$ cat src/rtl/mem_vec_drain.sv
// Snapshots a per-memory request vector and grants each set bit once, round-robin, over valid/ready.
// Build option MEM_VEC_DRAIN_MERGE_EN: loads arriving while a batch is held are merged instead of dropped.
module mem_vec_drain #(
  parameter  int NUM_MEM = 6,
  localparam int IDX_W   = (NUM_MEM > 1) ? $clog2(NUM_MEM) : 1
) (
  input  logic               clk,
  input  logic               rst,
  input  logic [NUM_MEM-1:0] x_in,
  input  logic               x_load,
  output logic               busy,
  output logic               idx_valid,
  output logic [IDX_W-1:0]   idx,
  input  logic               idx_ready,
  output logic               done,
  output logic               load_drop
);

  typedef enum logic [1:0] {ST_IDLE, ST_EMIT, ST_DONE} state_e;

  state_e             state_q;
  logic [NUM_MEM-1:0] pend_q, pend_d, clr_mask;
  logic [IDX_W-1:0]   ptr_q, ptr_d, idx_q, idx_load, idx_next;
  logic               busy_q, idx_valid_q, done_q, load_drop_q;
  logic               hs;

  // First set bit of vec at or above start, wrapping NUM_MEM-1 -> 0.
  function automatic logic [IDX_W-1:0] first_set(input logic [NUM_MEM-1:0] vec,
                                                 input logic [IDX_W-1:0]   start);
    logic [IDX_W-1:0] res;
    logic             found;
    int               pos;
    res   = '0;
    found = 1'b0;
    for (int k = 0; k < NUM_MEM; k++) begin
      pos = (int'(start) + k) % NUM_MEM;
      if (!found && vec[pos]) begin
        res   = IDX_W'(pos);
        found = 1'b1;
      end
    end
    return res;
  endfunction

  // NOTE: every signal gets a default at the top of always_comb so no path can infer a latch.
  always_comb begin
    hs       = idx_valid_q & idx_ready;
    clr_mask = '0;
    for (int i = 0; i < NUM_MEM; i++) begin
      clr_mask[i] = hs && (idx_q == IDX_W'(i));
    end
    ptr_d = ptr_q;
    if (hs) begin
      ptr_d = (idx_q == IDX_W'(NUM_MEM - 1)) ? '0 : idx_q + 1'b1;
    end
    pend_d = pend_q & ~clr_mask;
`ifdef MEM_VEC_DRAIN_MERGE_EN
    // A bit granted this cycle is re-armed if the incoming vector has it set.
    if (x_load) begin
      pend_d = pend_d | x_in;
    end
`endif
    idx_next = first_set(pend_d, ptr_d);
    idx_load = first_set(x_in, ptr_q);
  end

  // NOTE: sequential state uses non-blocking assignments only, so every register samples pre-edge values.
  always_ff @(posedge clk) begin
    if (rst) begin
      state_q     <= ST_IDLE;
      pend_q      <= '0;
      ptr_q       <= '0;
      idx_q       <= '0;
      idx_valid_q <= 1'b0;
      busy_q      <= 1'b0;
      done_q      <= 1'b0;
      load_drop_q <= 1'b0;
    end else begin
      done_q      <= 1'b0;
      load_drop_q <= 1'b0;
      case (state_q)
        ST_IDLE: begin
          if (x_load && x_in != '0) begin
            pend_q      <= x_in;
            idx_q       <= idx_load;
            idx_valid_q <= 1'b1;
            busy_q      <= 1'b1;
            state_q     <= ST_EMIT;
          end else if (x_load) begin
            done_q <= 1'b1;
          end
        end

        ST_EMIT: begin
`ifndef MEM_VEC_DRAIN_MERGE_EN
          if (x_load) begin
            load_drop_q <= 1'b1;
          end
`endif
          pend_q <= pend_d;
          if (hs) begin
            ptr_q <= ptr_d;
            if (pend_d != '0) begin
              idx_q <= idx_next;
            end else begin
              idx_valid_q <= 1'b0;
              done_q      <= 1'b1;
              state_q     <= ST_DONE;
            end
          end
        end

        ST_DONE: begin
          busy_q  <= 1'b0;
          state_q <= ST_IDLE;
`ifdef MEM_VEC_DRAIN_MERGE_EN
          if (x_load && x_in != '0) begin
            pend_q      <= x_in;
            idx_q       <= idx_load;
            idx_valid_q <= 1'b1;
            busy_q      <= 1'b1;
            state_q     <= ST_EMIT;
          end else if (x_load) begin
            done_q <= 1'b1;
          end
`else
          if (x_load) begin
            load_drop_q <= 1'b1;
          end
`endif
        end

        default: state_q <= ST_IDLE;
      endcase
    end
  end

  assign busy      = busy_q;
  assign idx_valid = idx_valid_q;
  assign idx       = idx_q;
  assign done      = done_q;
  assign load_drop = load_drop_q;

endmodule

$ cat config.mk
export PLATFORM = sky130hd
export DESIGN_NAME = mem_vec_drain
export DESIGN_NICKNAME = d
export VERILOG_FILES = /design/src/rtl/mem_vec_drain.sv
export SDC_FILE = /design/constraint.sdc
export NUM_CORES = 1
export LEC_CHECK = 0
export CELL_PAD_IN_SITES_DETAIL_PLACEMENT = 2
export CELL_PAD_IN_SITES_GLOBAL_PLACEMENT = 2
export CORE_UTILIZATION = 30
export DETAILED_ROUTE_END_ITERATION = 7
export DONT_BUFFER_PORTS = 1
export PLACE_DENSITY_LB_ADDON = 0.12
export SYNTH_ARGS = -nofsm -noshare
export SYNTH_HDL_FRONTEND = slang
export SYNTH_SLANG_ARGS = --single-unit
export TNS_END_PERCENT = 20
$ cat constraint.sdc
create_clock -name clk -period 5.56 [get_ports clk]
set_input_delay 1.39 -clock clk [delete_from_list [all_inputs] [get_ports clk]]
set_output_delay 1.39 -clock clk [all_outputs]
set_load 0.03 [all_outputs]
==> results of run 1 <==
## layout make-up
class                      instances  share of cell area, %
clock buffer                       4                   1.63
inverter                          26                   2.88
multi-input combinational        363                   78.0
sequential                        18                   10.7
tap                              136                   5.03
timing repair buffer               8                   1.78
## Yosys cell counts, types with 3 or more instances
master	number
a21oi_1	28
a311oi_1	6
buf_2	4
a211oi_1	11
inv_2	3
o2bb2ai_1	3
a22oi_1	3
ha_1	27
nand3_1	17
o221ai_1	3
clkbuf_1	12
nand4_1	8
inv_1	23
nor2_1	33
a32oi_1	3
nand2b_1	9
dfxtp_1	18
o211a_1	5
o21ai_2	3
and2_1	8
nor3_1	5
nor3b_1	4
mux2i_1	19
o21ai_0	21
a31oi_1	3
and3_1	3
or3_1	3
nor2b_1	5
nand2_1	40
o211ai_1	8
buf_4	4
o31ai_1	3
a211o_1	4
and3b_1	5
o21a_1	5
mux2_2	7
xnor2_1	4
## metrics by stage
stage	hold slack [ps]	utilization, %
floorplan	502	-
global placement	545	32.2
detailed placement	555	32.2
CTS	569	32.8
global route	581	32.8
finish	566	32.8
## path summary, 6_finish.rpt
check | cells past startpoint | slack [ps] | to
worst max-delay path | 19 | 370 | idx[0]
worst max register to register | 19 | 560 | idx[0]
worst min register to register | 2 | 570 | pend_q[3]
worst min-delay path | 2 | 570 | pend_q[3]
## power groups by stage
| stage | logic, mW | clock network (mW) | registers [mW] |
|---|---|---|---|
| after detailed placement | 0.267 | 0 | 0.165 |
| after global routing | 0.295 | 0.121 | 0.165 |
| after floorplan | 0.199 | 0 | 0.160 |
| after CTS | 0.269 | 0.116 | 0.162 |
| final | 0.270 | 0.111 | 0.163 |
| after global placement | 0.259 | 0 | 0.165 |
## state kept, by name (all words and copies together) (netlist names)
name	cells
pend_q	6
idx	3
ptr_q	3
state_q	2
busy	1
done	1
idx_valid	1
load_drop	1
## per-layer routing
layer | wire (um) | share of wire (%)
met5 | 0 | 0
met3 | 171 | 1.5
met2 | 5550 | 48
met4 | 147 | 1.3
met1 | 5800 | 50
## critical path: stages
cell and delay (ps):
nand2_1 140, nand2_1 130, o21a_1 230, inv_1 150
ha_1 320, nor2b_1 160, a32oi_1 250, o21a_1 250
inv_1 60, ha_1 270, nor2b_1 310, a211o_1 180
o311ai_0 140, a311oi_1 470, nor2_1 80, a32oi_1 270
and3b_1 240, o2bb2ai_1 210, o211ai_1 100
## cells by family (layout without fill, tap and decap cells)
group / count (synthesis) / in the layout / synth area share [%]
simple gates: 162 / 162 / 27.8
flops: 18 / 18 / 11.2
mux: 27 / 27 / 9.10
xor+xnor: 6 / 6 / 2.23
compound gates: 141 / 141 / 32.7
buf+inv: 47 / 38 / 6.36
fa+ha+maj: 27 / 27 / 10.5
==> results by group, run 1 <==
Clock tree
  – CTS Hold Buffers Added: 0
  – Root buffer cell: clkbuf_8
  – Worst-Skew Late Latency: roughly 260 ps
  – CTS max path bufs: 2
  – Reg clk slew, reported paths: about 80 ps
  – CTS tree: done
  – Cts repair resizes: 0
  – CTS buffer count: 3
  – H-tree Lvls: 1
  – # Post-CTS Setup Buffers: 0
  – Num Clock Sinks: 18

Floorplanning
  – Count of boundary I/O pins: 17
  – Core area: slightly above 10000 um2
  – Die H: 105 um
  – DIE AREA: 11100 um2
  – Initial Util: between 30% and 40%
  – Die width: between 100 and 150 um
  – Core Rows: 37

Power
  – Post-layout total power: around 0.54 mW
  – Proportion of power drawn by combinational gates: approximately half
  – Leak: around 1.4 nW
  – Switching share of total power: between 40% and 50%
  – Pwr dens: ~160 nW/um2
  – Flop pwr share: 29.9%
  – P_sw: around 0.24 mW
  – Int Power: roughly 0.30 mW
  – Clock power share: 20.5%
  – VDD IR-drop max: around 0.0001 V

STA
  – Max Clock Skew: around 11 ps
  – Relative slew slack: 46.7%
  – Max frequency: about 190 MHz
  – Final setup fails: 0
  – Slew @ Worst Pin: around 790 ps
  – RSZ-0062 raised after global routing: false
  – Final Cycle Share: between 90% and 100%
  – Min Clock Period, post-route: between 5000 and 6000 ps
  – Setup_tns: 0 ps
  – Setup WS post-layout: around 370 ps
  – Max Slew Vio Count: 0
  – Hold violation total from the final report: 0

Detailed routing
  – DRC viols: 0
  – Routed len/inst: between 20 and 25 um
  – Via count: around 3300
  – Post-DRT Antenna Nets: 0
  – Routed vias/inst: between 5 and 6
  – Iter 0 DRT Violations: ~110
  – WL final: between 10000 and 15000 um
  – Drt first pass iters: 4

Yosys
  – Synth area leader: dfxtp_1
  – Number of flops mapped to enable cells by yosys: 0
  – Top_reg_cell synth: dfxtp_1
  – Synth top area share: 11.2%
  – Gate Count Post-Synth: about 430
  – Register area share after synthesis: around 11%
  – Seq cells post-synth: 18
  – Syn Nets: roughly 470
  – Yosys cell types: 81
  – Area contributors post-synth: dfxtp_1 11%, ha_1 11%, mux2i_1 5.9%, nand2_1 4.7%, a21oi_1 4.4%
  – Avg Inst Size Synth: roughly 7.5 um2
  – Ys Warns: 0
  – Synthesized area: between 3000 and 4000 um2
  – Post-synth ARST share: 0%

Job
  – Max Cap Viol: 0

Cells and area
  – Area growth syn-to-layout: 5.58%
  – Fin cells: around 560
  – Layout cell share with drive strength beyond 1: ~11%
  – Most frequent cells in the layout: 40 x nand2_1, 33 x nor2_1, 28 x a21oi_1
  – Sequential cell area: around 360 um2
  – # diodes: 0
  – Area of the multi-input gates: 2640 um2
  – Commonest non-fill, non-tap cell in the layout: nand2_1
  – Total Nets Final: roughly 460
  – Filler cell count: between 1000 and 1500
  – Finished Cell Area: between 3000 and 4000 um2

Critical path
  – CP startpoint: idx_ready
  – Crit path DAT: around 5300 ps
  – R2r startpoint: idx[1]
  – Critical path capture point type: register
  – Critical Path Start Type: input pin
  – Req. time, crit path: between 5000 and 6000 ps
  – WS Path Type: input pin to register
  – CP max FO: 13

Global route
  – Largest net degree at the start of global routing: 24
  – First-pass GRT wire length: between 15000 and 20000 um
  – Global route overflow: 0
  – Vias in the first global route: ~3500
  – Met1 usage: around 30%
  – Met3 usage in global routing: 1.36%
  – Initial antenna violation count: 0
  – Overall Global Routing Usage: between 20% and 30%
  – GR peak layer: met2
  – GR met2 Demand/Resource: a little under two fifths

Status
  – Status: finished, final reports clean

Placement
  – Area post-placement: between 3000 and 4000 um2
  – Routability cong.: ~0.86
  – Post-Place Worst Slack: ~220 ps
  – HPWL Detailed: 9370 um
  – IO Port Bufs: 0
  – Cells after DPL: roughly 550

Worst hold path
  – Min-delay src: pend_q[3]
  – Hold/Removal Path Class: register to register
No activity file was read; power rests on OpenSTA's default activity.
==> run 2, diff against run 1 <==
--- a/config.mk
+++ b/config.mk
@@ -5,6 +5,7 @@
 export SDC_FILE = /design/constraint.sdc
 export NUM_CORES = 1
 export LEC_CHECK = 0
+export ABC_AREA = 1
 export CELL_PAD_IN_SITES_DETAIL_PLACEMENT = 2
 export CELL_PAD_IN_SITES_GLOBAL_PLACEMENT = 2
 export CORE_UTILIZATION = 30
==> run 2 against run 1 <==
Effect of this change: clock skew about the same; first-iteration DRC count decreased by 22%; flip-flop and latch count is the same; setup slack improved by 630 ps; worst hold slack worse by 62 ps; non-clock buffer count shrank 8; routed wire length fell by 12%; count of clock-buffer cells in the layout unchanged; synthesized cell count grew 20%; utilization decreased by 0.35 points; largest cell class unchanged; largest power group unchanged; highest routed layer unchanged.
==> results by group, run 2 <==
Global route
  – Vias in the first global route: roughly 3400
  – Overall Global Routing Usage: a little over a fifth
  – Largest net degree at the start of global routing: 19
  – First-pass GRT wire length: 17400 um
  – Initial antenna violation count: 0
  – Global route overflow: 0

Floorplanning
  – Count of boundary I/O pins: 17
  – Die H: between 100 and 150 um
  – Core Rows: 36
  – Initial Util: between 30% and 40%
  – DIE AREA: 10500 um2
  – Die width: around 100 um
  – Core area: just under 10000 um2

Worst hold path
  – Hold depth: 2
  – Hold/Removal Path Class: register to register
  – Min-delay src: state_q[0]
  – Worst Hold Endpoint: state_q[0]

Yosys
  – Gate Count Post-Synth: 515
  – Ys Warns: 0
  – Synth Area in XOR/XNOR: 0.870%
  – Synth Area in Adders: between 10% and 20%
  – Main combinational cell family by area after synthesis: simple AND/OR/NAND/NOR gates
  – Synth area leader: nand2_1
  – Area contributors post-synth: nand2_1 17%, dfxtp_1 12%, ha_1 11%, nand3_1 11%, inv_1 9.7%
  – Register area share after synthesis: 11.9%
  – Most common library cells after synthesis: 140 x nand2_1, 78 x inv_1, 67 x nand3_1
  – Number of flops mapped to enable cells by yosys: 0
  – Mux contribution to synthesized area: 0%
  – Synth top area share: ~17%
  – Simple-gate area share of the yosys netlist: between 40% and 50%
  – Synthesized area: between 3000 and 4000 um2
  – Top_reg_cell synth: dfxtp_1
  – Yosys cell types: 39
  – Seq cells post-synth: 18
  – Post-synth ARST share: 0%
  – Avg Inst Size Synth: around 6 um2
  – Syn Nets: around 550
  – Cell with the most instances after synthesis: nand2_1
  – Synth Area in Compound Gates: between 10% and 20%

STA
  – Setup_tns: 0 ps
  – Slew @ Worst Pin: ~740 ps
  – Max frequency: between 200 and 250 MHz
  – Min Clock Period, post-route: 4560 ps
  – WHS: roughly 500 ps
  – Max Slew Vio Count: 0
  – Final Cycle Share: approximately 82%
  – Final setup fails: 0
  – Relative slew slack: between 50 and 60%
  – Hold violation total from the final report: 0
  – Max Clock Skew: between 10 and 15 ps
  – RSZ-0062 raised after global routing: false

Critical path
  – Flop2flop setup slack: about 1600 ps
  – R2r endpoint: idx[2]
  – Req. time, crit path: 5720 ps
  – CP max FO: 8
  – WS Path Type: input pin to register
  – CP startpoint: idx_ready
  – R2r startpoint: idx[0]
  – Critical Path Start Type: input pin
  – Crit path DAT: 4720 ps
  – Critical path capture point type: register
  – Worst R2R Path Depth: 25

Detailed routing
  – Iter 0 DRT Violations: 87
  – Routed len/inst: about 16 um
  – Post-DRT Antenna Nets: 0
  – Drt first pass iters: 4
  – Via count: 3273
  – Routed vias/inst: about 5.1
  – WL final: 10300 um
  – DRC viols: 0

Cells and area
  – Fin cells: around 640
  – Most frequent cells in the layout: 140 x nand2_1, 78 x inv_1, 67 x nand3_1
  – Area growth syn-to-layout: 4.93%
  – Total Nets Final: 548
  – Layout cell share with drive strength beyond 1: 11.4%
  – Commonest non-fill, non-tap cell in the layout: nand2_1
  – Largest reg by FF count: pend_q
  – Max reg flops: 6
  – Finished Cell Area: around 3200 um2
  – # diodes: 0

Clock tree
  – CTS Hold Buffers Added: 0
  – # Post-CTS Setup Buffers: 0
  – CTS max path bufs: 2
  – Root buffer cell: clkbuf_8
  – Reg clk slew, reported paths: roughly 80 ps
  – Worst-Skew Late Latency: around 260 ps
  – CTS tree: done
  – H-tree Lvls: 1
  – Num Clock Sinks: 18
  – CTS buffer count: 3
  – Cts repair resizes: 0

Placement
  – Routability cong.: slightly below 0.8
  – IO Port Bufs: 0
  – HPWL Detailed: 8700 um
  – Area post-placement: a little over 3000 um2
  – Cells after DPL: about 640

Job
  – Max Cap Viol: 0

Power
  – Pwr dens: roughly 490 nW/um2
  – Post-layout total power: approximately 1.6 mW
  – Leak: 1.67 nW
  – VDD IR-drop max: about 0.00020 V

Status
  – Status: finished, final reports clean
-- run 2: cell type report --
cell class              count  area, um2
flip-flops and latches     18        360
clock buffers               4       55.1
multi-input cells         404       2260
well taps                 133        166
inverters                  84        323
fillers                  1268       6610
-- run 2: cell families after synthesis --
| kind of cell | after synthesis |
|---|---|
| fa+ha+maj | 27 |
| compound gates | 71 |
| buf+inv | 93 |
| flops | 18 |
| simple gates | 303 |
| xor+xnor | 3 |
-- run 2: where the power goes --
| part | internal [mW] | switching (mW) |
|---|---|---|
| Combinational | 0.357 | 0.841 |
| Sequential | 0.165 | 0.0808 |
| Clock | 0.0631 | 0.0495 |
| Total | 0.585 | 0.971 |
-- run 2: stage by stage --
step	utilization, %	setup slack (ps)
after floorplan	-	1410
after global placement	31.9	991
after detailed placement	31.9	686
after CTS	32.4	944
after global routing	32.4	513
final	32.4	996
-- run 2: metal layers --
| layer | vias up | global-route usage (%) | part of all wire, % |
|---|---|---|---|
| met4 | 0 | 2.64 | 0.41 |
| met1 | 1580 | 29.2 | 51 |
| met3 | 4 | 1.71 | 1.7 |
| li1 | 1667 | - | - |
| met5 | - | 0 | 0 |
| met2 | 22 | 36.3 | 47 |
-- run 2: critical path, cell delays in order --
cell     delay [ps]
nand2_2         150
inv_1           160
o21ai_0         540
inv_1           260
ha_1            330
inv_1           120
nand3_2         140
nand2_2         130
ha_1            230
nor2_1          140
nand2_2          70
nand2_2          90
nand2_2          90
nand2_1          80
nand3_1          60
nand2_1          90
nand3_1          80
nor2_2          170
nand3_1         120
nand2_1          80
inv_1            40
o21ai_1          70
a21oi_1          70
-- run 2: worst max-delay path by stage --
stage             end  slack [ps]  cells after the start
5_1_grt        idx[2]         510                     23
3_3_place_gp   idx[1]         990                     23
4_1_cts        idx[2]         940                     23
3_5_place_dp   idx[2]         690                     23
2_1_floorplan  idx[1]        1410                     23
6_report       idx[2]        1000                     23
==> run 3, diff against run 2 <==
==> constraint.sdc (replaced) <==
create_clock -name clk -period 4.13 [get_ports clk]
set_input_delay 1.0325 -clock clk [delete_from_list [all_inputs] [get_ports clk]]
set_output_delay 1.0325 -clock clk [all_outputs]
set_load 0.03 [all_outputs]
==> run 3 against run 2 <==
Effect of this change: routed wire length increased by 1.3%; global-route usage about the same; count of clock-buffer cells in the layout decreased by 1; largest cell class unchanged; final area increased by 1.9%.
==> results by group, run 3 (synthesized netlist as in run 2, its figures left out) <==
Detailed routing
  – Via count: 3336
  – Routed len/inst: between 15 and 20 um
  – DRC viols: 0
  – Routed vias/inst: just over 5
  – WL final: between 10000 and 15000 um
  – Iter 0 DRT Violations: 61
  – Post-DRT Antenna Nets: 0
  – Drt first pass iters: 4

Placement
  – Area post-placement: 3190 um2
  – Routability cong.: 0.818
  – HPWL Detailed: ~8800 um
  – IO Port Bufs: 0

Global route
  – Vias in the first global route: between 3000 and 4000
  – GR peak layer: met2
  – Initial antenna violation count: 0
  – GR met2 Demand/Resource: 36.2%
  – Largest net degree at the start of global routing: 19
  – Overall Global Routing Usage: 21.0%
  – First-pass GRT wire length: 17200 um
  – Met1 usage: between 20% and 30%
  – Global route overflow: 0
  – Met3 usage in global routing: 1.98%

Job
  – Max Cap Viol: 0

Clock tree
  – # Post-CTS Setup Buffers: 0
  – Cts repair resizes: 0
  – CTS max path bufs: 2
  – Num Clock Sinks: 18
  – Root buffer cell: clkbuf_8
  – CTS buffer count: 3
  – CTS tree: done
  – CTS Hold Buffers Added: 0
  – H-tree Lvls: 1
  – Reg clk slew, reported paths: 70 ps
  – Worst-Skew Late Latency: around 250 ps

STA
  – Max Clock Skew: between 5 and 6 ps
  – WHS: about 500 ps
  – Relative slew slack: about 50%
  – RSZ-0062 raised after global routing: false
  – Setup_tns: 0 ps
  – Slew @ Worst Pin: around 730 ps
  – Hold violation total from the final report: 0
  – Min Clock Period, post-route: between 3000 and 4000 ps
  – Final setup fails: 0
  – Max frequency: ~270 MHz
  – Final Cycle Share: 89.4%
  – Max Slew Vio Count: 0

Cells and area
  – Core Util, Final: about a third
  – Total Nets Final: between 500 and 600
  – Max reg flops: 6
  – # diodes: 0
  – Most frequent cells in the layout: 140 x nand2_1, 78 x inv_1, 67 x nand3_1
  – Largest reg by FF count: pend_q
  – Filler cell count: 1291
  – Finished Cell Area: roughly 3200 um2
  – Area growth syn-to-layout: 6.96%
  – Commonest non-fill, non-tap cell in the layout: nand2_1
  – Layout cell share with drive strength beyond 1: around an eighth

Power
  – Pwr dens: approximately 650 nW/um2
  – Leak: between 1.5 and 2 nW
  – VDD IR-drop max: 0.000278 V

Status
  – Status: finished, final reports clean

Critical path
  – WS Path Type: input pin to register
  – Critical path capture point type: register
  – CP max FO: 8
  – Crit path DAT: about 3800 ps
  – Critical Path Start Type: input pin
  – Req. time, crit path: ~4300 ps

Floorplanning
  – Core Rows: 36
  – Initial Util: a little under a third
  – DIE AREA: 10500 um2
  – Count of boundary I/O pins: 17
  – Die H: ~100 um
  – Die width: 102 um
  – Core area: between 9000 and 10000 um2

Worst hold path
  – Hold/Removal Path Class: register to register
## run 3: changes by cell type in the layout (fill, tap and decap cells not counted)
cell      delta
buf_4       +10
clkbuf_8     -1
## run 3: worst paths after layout
kind	start	to	slack, ps	depth (start not counted)
worst max-delay path	idx_ready	idx[2]	440	22
worst min-delay path	state_q[0]	state_q[0]	500	2
worst max register to register	ptr_q[0]	idx[2]	520	19
worst min register to register	state_q[0]	state_q[0]	500	2
## run 3: stage by stage
step | power [mW] | std cells | setup WS (ps)
3_3_place_gp | 1.94 | 649 | 302
5_1_grt | 2.34 | 652 | 76.8
4_1_cts | 2.14 | 652 | 400
3_5_place_dp | 2.01 | 649 | 136
2_1_floorplan | 1.55 | 515 | 336
6_report | 2.11 | 652 | 439
## run 3: critical path: stages
cell     delay [ps]
nand2_2         140
nand2_1         180
nand2_4         210
inv_1           120
ha_1            320
a21oi_4         200
inv_2            70
ha_1            290
nor2_1          130
nand2_2          70
nand2_2         100
nand2_2          90
nand2_1         100
nand2_1          80
nand2_1          70
nor2_1           60
nor2_2          210
nand3_1         120
nand2_1          70
inv_1            40
o21ai_1          70
a21oi_1          70
## run 3: cell type report
cell class                      instances  area (um2)  area share (%)
Clock buffer                            3        41.3            1.28
Inverter                               84         323            9.99
Multi-Input combinational cell        404        2260            70.1
Sequential cell                        18         360            11.2
Tap cell                              133         166            5.15
Timing Repair Buffer                   10        75.1            2.32
## run 3: routing by layer
metal  vias up  wire, um
li1       1685         -
met3         6       238
met4         0        60
met5         -         0
met1      1614      5250
met2        31      4900
## run 3: power by group
part / internal [mW] / switching (mW)
combinational: 0.527 / 1.20
clock: 0.0648 / 0.0593
sequential: 0.222 / 0.0415
